===== config.mk =====
export PLATFORM = sky130hd
export DESIGN_NAME = triangle_fetch_ctrl
export DESIGN_NICKNAME = d
export VERILOG_FILES = /design/src/rtl/triangle_fetch_ctrl.sv
export SDC_FILE = /design/constraint.sdc
export NUM_CORES = 1
export LEC_CHECK = 0
export ABC_AREA = 0
export CAP_MARGIN = 10
export CORE_MARGIN = 2
export CORE_UTILIZATION = 53
export CTS_BUF_LIST = sky130_fd_sc_hd__clkbuf_16
export CTS_CLUSTER_SIZE = 25
export DETAILED_ROUTE_END_ITERATION = 10
export PLACE_DENSITY = 0.86
export SYNTH_ARGS = -nofsm -noshare
export SYNTH_HDL_FRONTEND = slang
export SYNTH_SLANG_ARGS = --single-unit

===== constraint.sdc =====
create_clock -name clk -period 11.2 [get_ports clk]
set_input_delay 2.24 -clock clk [delete_from_list [all_inputs] [get_ports clk]]
set_output_delay 2.24 -clock clk [all_outputs]
set_load 0.03 [all_outputs]

===== src/rtl/triangle_fetch_ctrl.sv =====
// ----------------------------------------------------------------------------
// triangle_fetch_ctrl
//
// Purpose:
//   Fetches a frame of triangles from memory and streams them, one word at a
//   time, to the texel assembler. Each triangle is framed as
//   FRAME_START (32'h0), six data words read from memory, FRAME_END (32'h1).
//   Memory holds six contiguous 32-bit words (24 bytes) per triangle.
//   Before each triangle the controller waits for the assembler to drain
//   (texel_ready low). Exactly one memory read is outstanding at a time.
//
// Optional feature (macro TRI_FETCH_TIMEOUT_EN):
//   When defined, a read that sees no mem_rvalid for 256 consecutive cycles
//   aborts the frame, sets the sticky timeout_err output and pulses done.
//   timeout_err clears on the next accepted start.
//
// Ports:
//   clk                   in   sole clock, rising edge
//   rst                   in   asynchronous, active-high reset
//   start                 in   one-cycle pulse, accepted only when idle
//   base_addr[31:0]       in   byte address of the first triangle
//   tri_count[15:0]       in   triangles in the frame
//   mem_req               out  memory read request
//   mem_addr[31:0]        out  word-aligned read address
//   mem_grant             in   request accepted this cycle
//   mem_rvalid            in   read data valid this cycle
//   mem_rdata[31:0]       in   read data
//   ahb_buffer[31:0]      out  word presented to the assembler
//   ahb_data_available    out  ahb_buffer is valid
//   ahb_user_read_buffer  in   assembler consumes ahb_buffer
//   texel_ready           in   assembler still holds an unread triangle
//   busy                  out  frame fetch in progress
//   done                  out  one-cycle pulse at frame completion
//   tri_sent[15:0]        out  triangles fully delivered this frame
//   timeout_err           out  sticky read timeout (TRI_FETCH_TIMEOUT_EN only)
//
// All outputs are flops loaded from next-state values, so they change only
// on a clock edge (or on reset) and are glitch-free.
// ----------------------------------------------------------------------------
module triangle_fetch_ctrl (
   input  logic        clk,
   input  logic        rst,
   input  logic        start,
   input  logic [31:0] base_addr,
   input  logic [15:0] tri_count,
   output logic        mem_req,
   output logic [31:0] mem_addr,
   input  logic        mem_grant,
   input  logic        mem_rvalid,
   input  logic [31:0] mem_rdata,
   output logic [31:0] ahb_buffer,
   output logic        ahb_data_available,
   input  logic        ahb_user_read_buffer,
   input  logic        texel_ready,
   output logic        busy,
   output logic        done,
   output logic [15:0] tri_sent
`ifdef TRI_FETCH_TIMEOUT_EN
   ,
   output logic        timeout_err
`endif
);

   localparam int unsigned ADDR_W        = 32;
   localparam int unsigned DATA_W        = 32;
   localparam int unsigned CNT_W         = 16;
   localparam int unsigned WORDS_PER_TRI = 6;
   localparam int unsigned WCNT_W        = 3;
   localparam int unsigned WORD_BYTES    = 4;
`ifdef TRI_FETCH_TIMEOUT_EN
   localparam int unsigned TO_W          = 8;
`endif

   localparam logic [DATA_W-1:0] FRAME_START = DATA_W'(32'h0000_0000);
   localparam logic [DATA_W-1:0] FRAME_END   = DATA_W'(32'h0000_0001);

   typedef enum logic [2:0] {
      S_IDLE   = 3'd0,
      S_DRAIN  = 3'd1,
      S_MARK_S = 3'd2,
      S_REQ    = 3'd3,
      S_WAIT   = 3'd4,
      S_PUSH   = 3'd5,
      S_MARK_E = 3'd6,
      S_FIN    = 3'd7
   } state_t;

   // FSM and datapath registers
   state_t              state_q,     state_d;
   logic [ADDR_W-1:0]   addr_q,      addr_d;
   logic [CNT_W-1:0]    remaining_q, remaining_d;
   logic [CNT_W-1:0]    tri_sent_q,  tri_sent_d;
   logic [WCNT_W-1:0]   word_cnt_q,  word_cnt_d;
   logic [DATA_W-1:0]   data_q,      data_d;
`ifdef TRI_FETCH_TIMEOUT_EN
   logic [TO_W-1:0]     wait_cnt_q,  wait_cnt_d;
   logic                timeout_q,   timeout_d;
`endif

   // Output registers
   logic                mem_req_q,   mem_req_d;
   logic [ADDR_W-1:0]   mem_addr_q,  mem_addr_d;
   logic [DATA_W-1:0]   ahb_buf_q,   ahb_buf_d;
   logic                ahb_avail_q, ahb_avail_d;
   logic                busy_q,      busy_d;
   logic                done_q,      done_d;

   // A presented word transfers on an edge where the assembler reads it
   logic                xfer;
   assign xfer = ahb_user_read_buffer;

   // State, datapath and output registers
   always_ff @(posedge clk or posedge rst) begin
      if (rst) begin
         state_q     <= S_IDLE;
         addr_q      <= '0;
         remaining_q <= '0;
         tri_sent_q  <= '0;
         word_cnt_q  <= '0;
         data_q      <= '0;
`ifdef TRI_FETCH_TIMEOUT_EN
         wait_cnt_q  <= '0;
         timeout_q   <= 1'b0;
`endif
         mem_req_q   <= 1'b0;
         mem_addr_q  <= '0;
         ahb_buf_q   <= '0;
         ahb_avail_q <= 1'b0;
         busy_q      <= 1'b0;
         done_q      <= 1'b0;
      end else begin
         state_q     <= state_d;
         addr_q      <= addr_d;
         remaining_q <= remaining_d;
         tri_sent_q  <= tri_sent_d;
         word_cnt_q  <= word_cnt_d;
         data_q      <= data_d;
`ifdef TRI_FETCH_TIMEOUT_EN
         wait_cnt_q  <= wait_cnt_d;
         timeout_q   <= timeout_d;
`endif
         mem_req_q   <= mem_req_d;
         mem_addr_q  <= mem_addr_d;
         ahb_buf_q   <= ahb_buf_d;
         ahb_avail_q <= ahb_avail_d;
         busy_q      <= busy_d;
         done_q      <= done_d;
      end
   end

   // Next-state and datapath update
   always_comb begin
      state_d     = state_q;
      addr_d      = addr_q;
      remaining_d = remaining_q;
      tri_sent_d  = tri_sent_q;
      word_cnt_d  = word_cnt_q;
      data_d      = data_q;
`ifdef TRI_FETCH_TIMEOUT_EN
      wait_cnt_d  = wait_cnt_q;
      timeout_d   = timeout_q;
`endif

      unique case (state_q)
         S_IDLE: begin
            if (start) begin
               addr_d      = base_addr;
               remaining_d = tri_count;
               tri_sent_d  = '0;
`ifdef TRI_FETCH_TIMEOUT_EN
               timeout_d   = 1'b0;
`endif
               state_d     = (tri_count == '0) ? S_FIN : S_DRAIN;
            end
         end

         // Hold off the next FRAME_START until the assembler is empty
         S_DRAIN: begin
            if (!texel_ready) begin
               state_d = S_MARK_S;
            end
         end

         S_MARK_S: begin
            if (xfer) begin
               word_cnt_d = '0;
               state_d    = S_REQ;
            end
         end

         S_REQ: begin
            if (mem_grant) begin
`ifdef TRI_FETCH_TIMEOUT_EN
               wait_cnt_d = '0;
`endif
               state_d    = S_WAIT;
            end
         end

         // Single outstanding read: no new request until this data returns
         S_WAIT: begin
            if (mem_rvalid) begin
               data_d  = mem_rdata;
               state_d = S_PUSH;
            end
`ifdef TRI_FETCH_TIMEOUT_EN
            else if (wait_cnt_q == '1) begin
               // 256th consecutive cycle without data: abandon the frame
               timeout_d = 1'b1;
               state_d   = S_FIN;
            end else begin
               wait_cnt_d = wait_cnt_q + TO_W'(1);
            end
`endif
         end

         // Address always advances so the next triangle follows contiguously
         S_PUSH: begin
            if (xfer) begin
               addr_d = addr_q + ADDR_W'(WORD_BYTES);
               if (word_cnt_q == WCNT_W'(WORDS_PER_TRI - 1)) begin
                  state_d = S_MARK_E;
               end else begin
                  word_cnt_d = word_cnt_q + WCNT_W'(1);
                  state_d    = S_REQ;
               end
            end
         end

         S_MARK_E: begin
            if (xfer) begin
               tri_sent_d  = tri_sent_q + CNT_W'(1);
               remaining_d = remaining_q - CNT_W'(1);
               state_d     = (remaining_q > CNT_W'(1)) ? S_DRAIN : S_FIN;
            end
         end

         S_FIN: begin
            state_d = S_IDLE;
         end

         default: begin
            state_d = S_IDLE;
         end
      endcase
   end

   // Output decode from next-state values, loaded into the output flops
   always_comb begin
      mem_req_d   = (state_d == S_REQ);
      mem_addr_d  = {addr_d[ADDR_W-1:2], 2'b00};
      ahb_avail_d = (state_d == S_MARK_S) || (state_d == S_PUSH) ||
                    (state_d == S_MARK_E);
      busy_d      = (state_d != S_IDLE);
      done_d      = (state_d == S_FIN);

      ahb_buf_d = ahb_buf_q;
      case (state_d)
         S_MARK_S: ahb_buf_d = FRAME_START;
         S_PUSH:   ahb_buf_d = data_d;
         S_MARK_E: ahb_buf_d = FRAME_END;
         default:  ahb_buf_d = ahb_buf_q;
      endcase
   end

   assign mem_req            = mem_req_q;
   assign mem_addr           = mem_addr_q;
   assign ahb_buffer         = ahb_buf_q;
   assign ahb_data_available = ahb_avail_q;
   assign busy               = busy_q;
   assign done               = done_q;
   assign tri_sent           = tri_sent_q;
`ifdef TRI_FETCH_TIMEOUT_EN
   assign timeout_err        = timeout_q;
`endif

endmodule


Word-level counts from Yosys, hierarchy flattened:

Cells that the tools add are included.

* register bits: 138
* bits of input ports: 87
* output and inout port bits: 84
* word-level logic and storage cells: 74

* add/sub/neg operators: 4
* order comparisons: 1
* equality and inequality tests: 18
* multiplexer cells: 27
* reduce and logical (&&, ||, !) cells: 12

Operators by type and width (count)
* 32-bit two-way mux: 4
* 32-bit case mux with 3 select lines: 1
* 16-bit two-way mux: 4
* 16-bit case mux with 2 select lines: 2
* 32-bit case mux with 2 select lines: 1
* 3-bit two-way mux: 13
* 32-bit by 3-bit adder with 32-bit output (second input constant): 1
* 3-bit == test (second input constant): 8
* 3-bit case mux with 8 select lines: 1
* 16-bit by 1-bit adder with 16-bit output (second input constant): 1
* 16-bit by 1-bit > comparator with 1-bit output (second input constant): 1
* 16-bit logical NOT: 1
* 16-bit by 1-bit subtractor with 16-bit output (second input constant): 1
* 3-bit by 2-bit == test with 1-bit output (second input constant): 4
* 2-bit inequality test (second input constant): 5
* 3-bit case mux with 2 select lines: 1
* 3-bit AND reduction: 2
* 2-bit nonzero test: 3
* 3-bit nonzero test: 2
* 4-bit AND reduction: 1
* 3-bit by 1-bit adder with 3-bit output (second input constant): 1
* 3-bit by 1-bit == test with 1-bit output (second input constant): 1
* 3-bit logical NOT: 1
* 1-bit logical OR: 2

Logic depth before layout (Yosys ltp):

Gate-level depths: netlist of run 1.

* word-level depth: 7
* depth in mapped cells: 10
* mapped depth without buffers: 9

Least setup slack after synthesis of run 1:

No wires, ideal clock.

* path type: input port to flip-flop
* start point: input port start
* end point: register ahb_buf_q[10], in the netlist ahb_buffer[10]
* library setup time: 0.121 ns
* arrival time: 3.585 ns
* data required time: 11.079 ns
* setup slack: 7.494 ns
* stages: 8
* path buffers: 2
* cell sequence: nor4b_4 nand4b_1 o211ai_1 or2_1 buf_4 a21oi_4 buf_6 a22o_1

* longest elaborated chain between the ends: 4
* elaborated cells on any way between the ends: 7
* those cells by class: eq/ne (3); mux (3); reduce/logical (1)

Ends and longest elaborated chain
* start, declared: line 43 `input logic start,`
* 3-bit two-way mux *: line 166 `if (start) begin`
* 3-bit case mux with 8 select lines *: line 164 `unique case (state_q)`
* named net state_d[1]: line 89 `state_t state_q, state_d;`
* 3-bit == test or 3-bit by 2-bit == test with 1-bit output (tied branches): line 258 `case (state_d)`
* 32-bit case mux with 3 select lines or 3-bit nonzero test (tied branches)
* end signal, assigned: line 144 `ahb_buf_q <= ahb_buf_d;`
* end, declared: line 103 `logic [DATA_W-1:0] ahb_buf_q, ahb_buf_d;`

The timed path passes the listed nets; every way through them passes the cells marked *.
A chain may end at the register's enable or synchronous reset.

Final worst setup path of run 1:

* start point: input port start
* end point: register ahb_buf_q[21], in the netlist ahb_buffer[21]

* longest elaborated chain between the ends: 4
* elaborated cells on any way between the ends: 7
* those cells by class: eq/ne (3); mux (3); reduce/logical (1)

Ends and longest elaborated chain (line)
* 3-bit two-way mux *: 166
* 3-bit case mux with 8 select lines *: 164
* 3-bit == test or 3-bit by 2-bit == test with 1-bit output (tied branches): 258
* 32-bit case mux with 3 select lines or 3-bit nonzero test (tied branches)

Every way passes the cells marked *; elsewhere a longest branch is shown, timed or not.

==> summary by stage, run 1 <==
Run status
The run finished with clean final reports.

GRT
Summed over all layers, the global routing overflow is 0. The overall routing resource usage is 0.274. The pin count of the biggest net entering global routing is 85. The number of antenna violations at the first check in global routing came to 0.

The via count of the first global-routing pass came to 5904. The first global-routing pass estimated 28.8 mm of wire.

STA
The count of final max-slew check failures is 0. Summed over all failing endpoints, the final setup total negative slack is 0 ns. Counting I/O delays and the setup requirement, the final critical path takes 4.82 ns. Setup repair after global routing left no endpoint under its margin. Setup violations remaining at the end of the flow were counted as 0.

Between clock sinks in the finished design, the worst skew comes to 0.00748 ns. Dividing the final minimum period by the clock period gives 0.430. The number of endpoints with negative hold slack in the final report was 0. The hold slack is 0.498 ns.

Static timing analysis puts the maximum clock frequency at 207 MHz. At the pin with the least slew margin, the transition time is 1.14 ns. Headroom to the max-slew limit came out at 0.239.

Routing
The number of detailed-route iterations in the first pass is 6. Using the TritonRoute via totals, the vias-per-cell ratio works out to 6.05. The DRC violation total after the first TritonRoute iteration is 605.

Wire segments on met2 add up to 8.43 mm in the final route. The sum of routed wire segments on met1 is 7.03 mm. The count of vias placed by the detailed router is 5991. In the detailed route, the total length drawn on met3 is 1.74 mm. The DRC violation count after routing is 0.

Dividing the detail-routed wire length by the instance count gives 17.9 um. The remaining number of nets flagged by the antenna check after routing is 0. After detailed routing, the total wire length is 17.7 mm.

The top layer reached by signal wires is met4.

Floorplanning
The die covers 13500 sq um. The total core area is 12100 sq um. In this run the core area contains 40 standard-cell rows. In this run the vertical extent of the chip is 116 um.

The width of the die is 116 um. The initial utilization of the core area, before any placement, comes to 0.549. In this run the count of I/O pins placed on the die edge is 171.

Synthesis
The compound-cell area share of the yosys netlist was 0.202. The synthesized area per cell is 10.1 sq um. Of the post-synthesis cell area, the dominant cell type holds 0.512. The parity-gate share of the synthesized area counting xor and xnor cells is 0.0145. The count of flip-flops with a built-in enable after synthesis is 0. The flip-flop cell with the highest count after synthesis is sky130_fd_sc_hd__dfrtp_1. The synthesized netlist cell count is 659. For this run, asynchronously set or reset flops after synthesis account for 1.00. The number of synthesized register bits is 136. During synthesis, Yosys emitted a total of 0 warnings.

After synthesis, the largest family of logic cells by area is compound AO/OA/AOI/OAI gates. The adder and majority gate portion of the synthesized area is 0.0113. The cell area that synthesis handed to floorplanning was 6650 sq um.

The synthesized design spends more area on one cell type than any other, namely sky130_fd_sc_hd__dfrtp_1. Of the total synthesized cell area, the portion taken by AND, OR, NAND and NOR gates is 0.164. For this run, the register share of the synthesized area comes to 0.512. The multiplexer share of the synthesized area is 0.0571. In this run, distinct cell masters in the synthesized netlist total 70. In the post-synthesis netlist, the biggest area contributors are sky130_fd_sc_hd__dfrtp_1 (51%), sky130_fd_sc_hd__mux2_2 (5.3%), sky130_fd_sc_hd__a22o_1 (4.5%).

Power and ir drop
The highest ir drop seen on vdd is 0.155 mV. For this design the ratio of total power to cell area is 255 nW/um^2. The static power due to leakage is 3.72 nW.

Final layout
The top cell types in the final layout, fill and taps aside, are sky130_fd_sc_hd__clkdlybuf4s50_1 (166), sky130_fd_sc_hd__dfrtp_1 (136), sky130_fd_sc_hd__nand2_1 (64). Of the cells placed in the final design, the portion with a size suffix greater than 1 is 0.0996. The area added between synthesis and finish is 34.2%. The number of inserted diodes is 0. The number of nets in the layout is 903. The most common cell after layout, fill and taps aside is sky130_fd_sc_hd__clkdlybuf4s50_1.

Setup path
The worst reg2reg path startpoint is state_q[1]. The critical path goes through clkdlybuf4s50_1, nor4b_4, nand4b_1, o211ai_1, or2_1, a21oi_4, a22o_1. The cell type of the slowest stage on the worst timing path is sky130_fd_sc_hd__nor4b_4. STA classifies the critical path startpoint as an input pin.

By startpoint and endpoint, the worst setup path is classified as input pin to flip-flop. The signal arrival time at the worst endpoint is 5.12 ns. The number of cell instances on the worst register-to-register path is 6.

Of all nets on the critical path, the largest fanout is 32. STA classifies the critical path endpoint as a flip-flop. For this run, the slowest stage of the critical path takes 0.84 ns. The required arrival time at the worst endpoint is 11.50 ns. The launching element of the worst setup path is start.

Clocking
Counting the buffers created by CTS gives 17. TritonCTS built the clock tree. The number of resized instances in the post-cts repair step is 0.

After clock tree synthesis, the setup repair step added 0 buffers. The later pin in the worst-skew pair is clocked with a latency of 0.42 ns. For this design, the CTS-stage hold fixing added 0 buffers.

The buffer levels on the longest clock path is 2. Clock-pin slew was measured on the worst setup and hold paths at 0.06 ns. The H-tree depth is 4. The total clock sinks is 136.

Clock tree synthesis selected as its root buffer the cell sky130_fd_sc_hd__clkbuf_16.

Hold path
The instance count along the most critical hold path is 1. The hold path startpoint is data_q[6]. The path class of the tightest hold or removal check is flip-flop to flip-flop.

Place
The total of buffers placed on input and output ports is 166. The routability-driven placement congestion ratio is 0.908. The HPWL after detailed placement is 11.8 mm.

Flow run
The tool flagged a number of max-cap violations equal to 0.
==> critical path: cells and delay by family <==
family                 cells  cell delay [ns]
buffers and inverters      1             0.53
AND/OR/NAND/NOR            3             1.42
AO/OA/AOI/OAI              3             0.90
==> power by group <==
| group | total, W | internal [W] | switching (W) |
|---|---|---|---|
| Combinational | 0.000918 | 0.000386 | 0.000532 |
| Clock | 0.000533 | 0.000323 | 0.000210 |
| Sequential | 0.000826 | 0.000665 | 0.000161 |
| Total | 0.00228 | 0.00137 | 0.000902 |
==> sequential cells by signal (all words and copies together), names as in the netlist <==
register / flops
addr_q: 30
ahb_buffer: 32
ahb_data_available: 1
busy: 1
data_q: 32
done: 1
mem_req: 1
remaining_q: 16
state_q: 3
tri_sent: 16
word_cnt_q: 3
==> cell usage after synthesis (4+ instances only) <==
| cell type | instances |
|---|---|
| sky130_fd_sc_hd__a21oi_1 | 49 |
| sky130_fd_sc_hd__a2bb2oi_1 | 5 |
| sky130_fd_sc_hd__o22a_1 | 4 |
| sky130_fd_sc_hd__a22o_1 | 34 |
| sky130_fd_sc_hd__dfrtp_1 | 136 |
| sky130_fd_sc_hd__xor2_1 | 9 |
| sky130_fd_sc_hd__o21ai_0 | 45 |
| sky130_fd_sc_hd__a31oi_1 | 8 |
| sky130_fd_sc_hd__buf_4 | 5 |
| sky130_fd_sc_hd__o22ai_1 | 10 |
| sky130_fd_sc_hd__nor2b_1 | 8 |
| sky130_fd_sc_hd__buf_2 | 11 |
| sky130_fd_sc_hd__mux2_2 | 31 |
| sky130_fd_sc_hd__ha_1 | 6 |
| sky130_fd_sc_hd__nor3_1 | 18 |
| sky130_fd_sc_hd__nand2_1 | 64 |
| sky130_fd_sc_hd__nand3_1 | 29 |
| sky130_fd_sc_hd__inv_1 | 12 |
| sky130_fd_sc_hd__a21o_1 | 4 |
| sky130_fd_sc_hd__nand4_1 | 6 |
| sky130_fd_sc_hd__clkbuf_1 | 20 |
| sky130_fd_sc_hd__and3_1 | 14 |
| sky130_fd_sc_hd__nor2_1 | 55 |
| sky130_fd_sc_hd__nor4_1 | 5 |
==> final cells by class <==
class | count | area [sq um]
sequential | 136 | 3400
fill | 864 | 3190
multi-input combinational | 471 | 3000
timing repair buffer | 170 | 1690
clock buffer | 17 | 425
tap | 168 | 210
clock inverter | 15 | 135
inverter | 14 | 55.1
==> cells by family (layout without fill, tap and decap cells) <==
logic type               after synthesis  count (layout)
AND/OR/NAND/NOR                      220             220
AO/OA/AOI/OAI                        198             198
flip-flops                           136             136
buffers and inverters                 53             216
multiplexers                          34              34
XOR/XNOR                              11              11
adder cells (fa/ha/maj)                6               6
other                                  1               2
==> metal layers <==
metal,global-route usage,vias to the layer above
met5,0,-
met2,0.434,306
li1,-,2720
met4,0.113,0
met1,0.346,2909
met3,0.0962,56
==> worst paths after layout <==
kind	endpoint	slack (ns)
worst max-delay path	ahb_buffer[21]	6.38
worst min-delay path	data_q[6]	0.50
worst max register to register	ahb_buffer[21]	7.85
worst min register to register	data_q[6]	0.50
max in group asynchronous	tri_sent[10]	7.45
min in group asynchronous	addr_q[5]	2.26
==> stage by stage <==
step	instances	total power (W)	instance area, sq um	setup slack (ns)	util
global route	991	0.00241	8920	6.17	0.736
floorplan	660	0.00143	6650	5.32	-
detailed placement	959	0.00174	8360	6.06	0.690
CTS	991	0.00228	8920	6.45	0.736
global placement	959	0.00169	8360	6.14	0.690
finish	991	0.00228	8920	6.38	0.736
No activity file was read; power rests on OpenSTA's default activity.
==> run 2, diff against run 1 <==
CORE_UTILIZATION = 45   (was 53)
PLACE_DENSITY = 0.77   (was 0.86)
clock period = 4.4 ns   (was 11.2 ns; I/O delays follow)
==> run 2 against run 1 <==
  * Core utilization fell by 11 points
  * Cell count rose by 2.2%
  * Sequential share of layout area fell by 0.62 points
  * Critical path depth rose by 2
  * Critical path type unchanged
  * Sequential cell count did not move
  * Count of clock-buffer cells in the layout did not move
  * Largest cell class unchanged
  * Highest routed layer unchanged
  * Combinational power rose to 2.6 times the previous value
  * Routed wire length fell by 2.3%
  * Via count fell by 2.0%
  * Largest power group unchanged
  * First-iteration DRC count fell by 36%
==> summary by stage, run 2 (synthesis results as in run 1) <==
Routing
The total wirelength of the detailed-routed design came to 17.3 mm (-2.3%). The count of vias placed by the detailed router is 5874 (-2.0%). The DRC violation count after routing came to 0 (unchanged). The DRC violation total after the first TritonRoute iteration is 386 (-36%). The routed wire length per instance was 17.1 um (-4.4%).

The mean number of vias per cell is 5.80 (-4.1%). The number of detailed-route iterations in the first pass is 5 (-1). The remaining number of nets flagged by the antenna check after routing was 0 (unchanged).

GRT
The met3 track demand over resource came to 0.0826 (-0.0136). The layer carrying the most global-route usage is met2. The overall routing resource usage is 0.227 (-0.0475). The total congestion overflow is 0 (unchanged). The global-route wire length before repair is 29.1 mm (+1.2%).

The number of antenna violations at the first check in global routing is 0 (unchanged). The global-route track usage on met2 is 0.359 (-0.0756). The via count of the first global-routing pass is 5832 (-1.2%).

The pin count of the biggest net entering global routing is 59 (-31%). The met1 usage is 0.288 (-0.0578).

Hold path
The path with the worst hold slack has its endpoint at data_q[25]. The instance count along the most critical hold path is 1 (unchanged). In this run the most critical hold path is launched from data_q[25]. The worst hold-check path type is flip-flop to flip-flop.

Final layout
The ratio of cells with drive above 1 in the final layout is 0.110 (+0.0101). The number of nets in the layout is 910 (+0.78%). The most common cell after layout, fill and taps aside is sky130_fd_sc_hd__clkdlybuf4s50_1. The post-route cell area is 9060 sq um (+1.6%). The area added between synthesis and finish is 36.4%.

The number of inserted diodes came to 0 (unchanged). The top cell types in the final layout, fill and taps aside, are sky130_fd_sc_hd__clkdlybuf4s50_1 (166), sky130_fd_sc_hd__dfrtp_1 (136), sky130_fd_sc_hd__nand2_1 (64).

Clocking
The source-to-sink clock delay at the later pin of the worst-skew pair is 0.42 ns (about the same). Clock tree synthesis selected as its root buffer the cell sky130_fd_sc_hd__clkbuf_16. TritonCTS built the clock tree. The buffer levels on the longest clock path is 2 (unchanged). The clock-pin slew on the worst setup and hold paths is 0.06 ns (about the same). The total clock sinks was 136 (unchanged). The number of buffers inserted to repair setup after CTS is 0 (unchanged). The H-tree depth is 4 (unchanged). The number of resized instances in the post-cts repair step was 0 (unchanged). The TritonCTS buffer count is 17 (unchanged). The number of buffers inserted for hold repair after clock tree synthesis is 0 (unchanged).

Place
The setup slack at placement is 1.04 ns (-5.02 ns). The HPWL after detailed placement came to 12.0 mm (+1.9%). The total of buffers placed on input and output ports is 166 (unchanged).

The routability-driven placement congestion ratio is 0.909 (about the same). The cell area after placement came to 8460 sq um (+1.2%).

Setup path
The worst-path maximum fanout is 32 (unchanged). The critical path goes through clkdlybuf4s50_1, nor4b_4, buf_4, nand4b_1, o211ai_1, or2_1, a21oi_4, buf_4, a22o_1. The required arrival time at the worst endpoint came to 4.70 ns (-6.80 ns). The category of the worst setup path launch point is an input pin. The count of buffering cells on the critical path with inverters included is 3 (+2). The number of cell instances on the worst register-to-register path is 7 (+1). The endpoint identified for the worst register-to-register timing path is ahb_buffer[12]. The library cell appearing most often on the critical path is sky130_fd_sc_hd__buf_4. The minimum setup slack among reg-to-reg paths was 1.56 ns (-6.29 ns). Broken down by cell family, the worst path's largest delay share belongs to buffers and inverters.

The type of element capturing the critical path is a flip-flop. The worst reg2reg path startpoint is state_q[1]. The critical path class is input pin to flip-flop. The delay of the slowest cell on the worst path is 0.55 ns (-0.29 ns). The signal arrival time at the worst endpoint was 3.29 ns (-1.83 ns). The slowest stage of the critical path is the sky130_fd_sc_hd__clkdlybuf4s50_1 cell.

STA
The clock skew after layout is 0.0118 ns (+0.00435 ns). The count of final max-slew check failures came to 0 (unchanged). The minimum clock period is 2.98 ns. The maximum frequency from static timing analysis is 335 MHz. The relative max-transition margin is 0.273 (+0.0343). Setup repair after global routing left no endpoint under its margin. The final sum of negative setup slack is 0 ns (unchanged).

The worst path setup slack after routing came to 1.42 ns (-4.96 ns). The transition time at the pin with the least slew margin is 1.09 ns (-0.0541 ns). The number of endpoints with negative hold slack in the final report is 0 (unchanged). The number of setup violations in the final report came to 0 (unchanged). Dividing the final minimum period by the clock period gives 0.678.

Power and ir drop
The cell area power density is 653 nW/um^2 (+160%). The overall power after layout came to 0.00592 W (+160%). The highest ir drop seen on vdd is 0.325 mV (+110%).

The static power due to leakage is 3.78 nW (+1.7%).

Floorplanning
The die footprint was 15800 sq um (+17%). The cell row count came to 44 (+10%). The die height is 126 um (+8.2%). The width of the die came to 126 um (+8.2%).

The effective utilization at floorplan is 0.459 (-0.0897). The total core area is 14500 sq um (+20%). The boundary pin count was 171 (unchanged).

Run status
The run finished with clean final reports.

Flow run
The max-cap check violation count came to 0 (unchanged).
-- run 2: metal layers --
layer | part of all wire | wire, um | vias to the layer above
met5 | 0 | 0 | -
met4 | 0.017 | 287 | 0
met3 | 0.087 | 1520 | 26
met2 | 0.48 | 8330 | 242
met1 | 0.42 | 7200 | 2880
li1 | - | - | 2726
-- run 2: area by class of cell --
cell class / count / area (sq um)
Inverter: 14 / 56.3
Clock buffer: 17 / 425
Tap cell: 184 / 230
Multi-Input combinational cell: 471 / 3000
Sequential cell: 136 / 3400
Fill cell: 1149 / 5420
Timing Repair Buffer: 177 / 1770
Clock inverter: 14 / 183
-- run 2: where the power goes --
part / internal, W / switching (W) / total [W]
registers: 0.00169 / 0.000404 / 0.00210
clock network: 0.000938 / 0.000526 / 0.00146
logic: 0.00101 / 0.00135 / 0.00236
total: 0.00364 / 0.00228 / 0.00592
-- run 2: stage by stage --
step	instances	hold WS [ns]	util
5_1_grt	1013	0.512	0.626
3_5_place_dp	982	0.485	0.584
6_report	1013	0.495	0.626
3_3_place_gp	982	0.479	0.584
2_1_floorplan	660	0.448	-
4_1_cts	1013	0.500	0.626
-- run 2: how the worst max path moves through the flow --
stage,from,endpoint,cells after the start
final,start,ahb_buffer[12],9
after global routing,start,ahb_buffer[20],9
after CTS,start,ahb_buffer[12],9
after detailed placement,start,ahb_buffer[20],9
after global placement,start,ahb_buffer[2],9
after floorplan,rst,addr_q[10],1
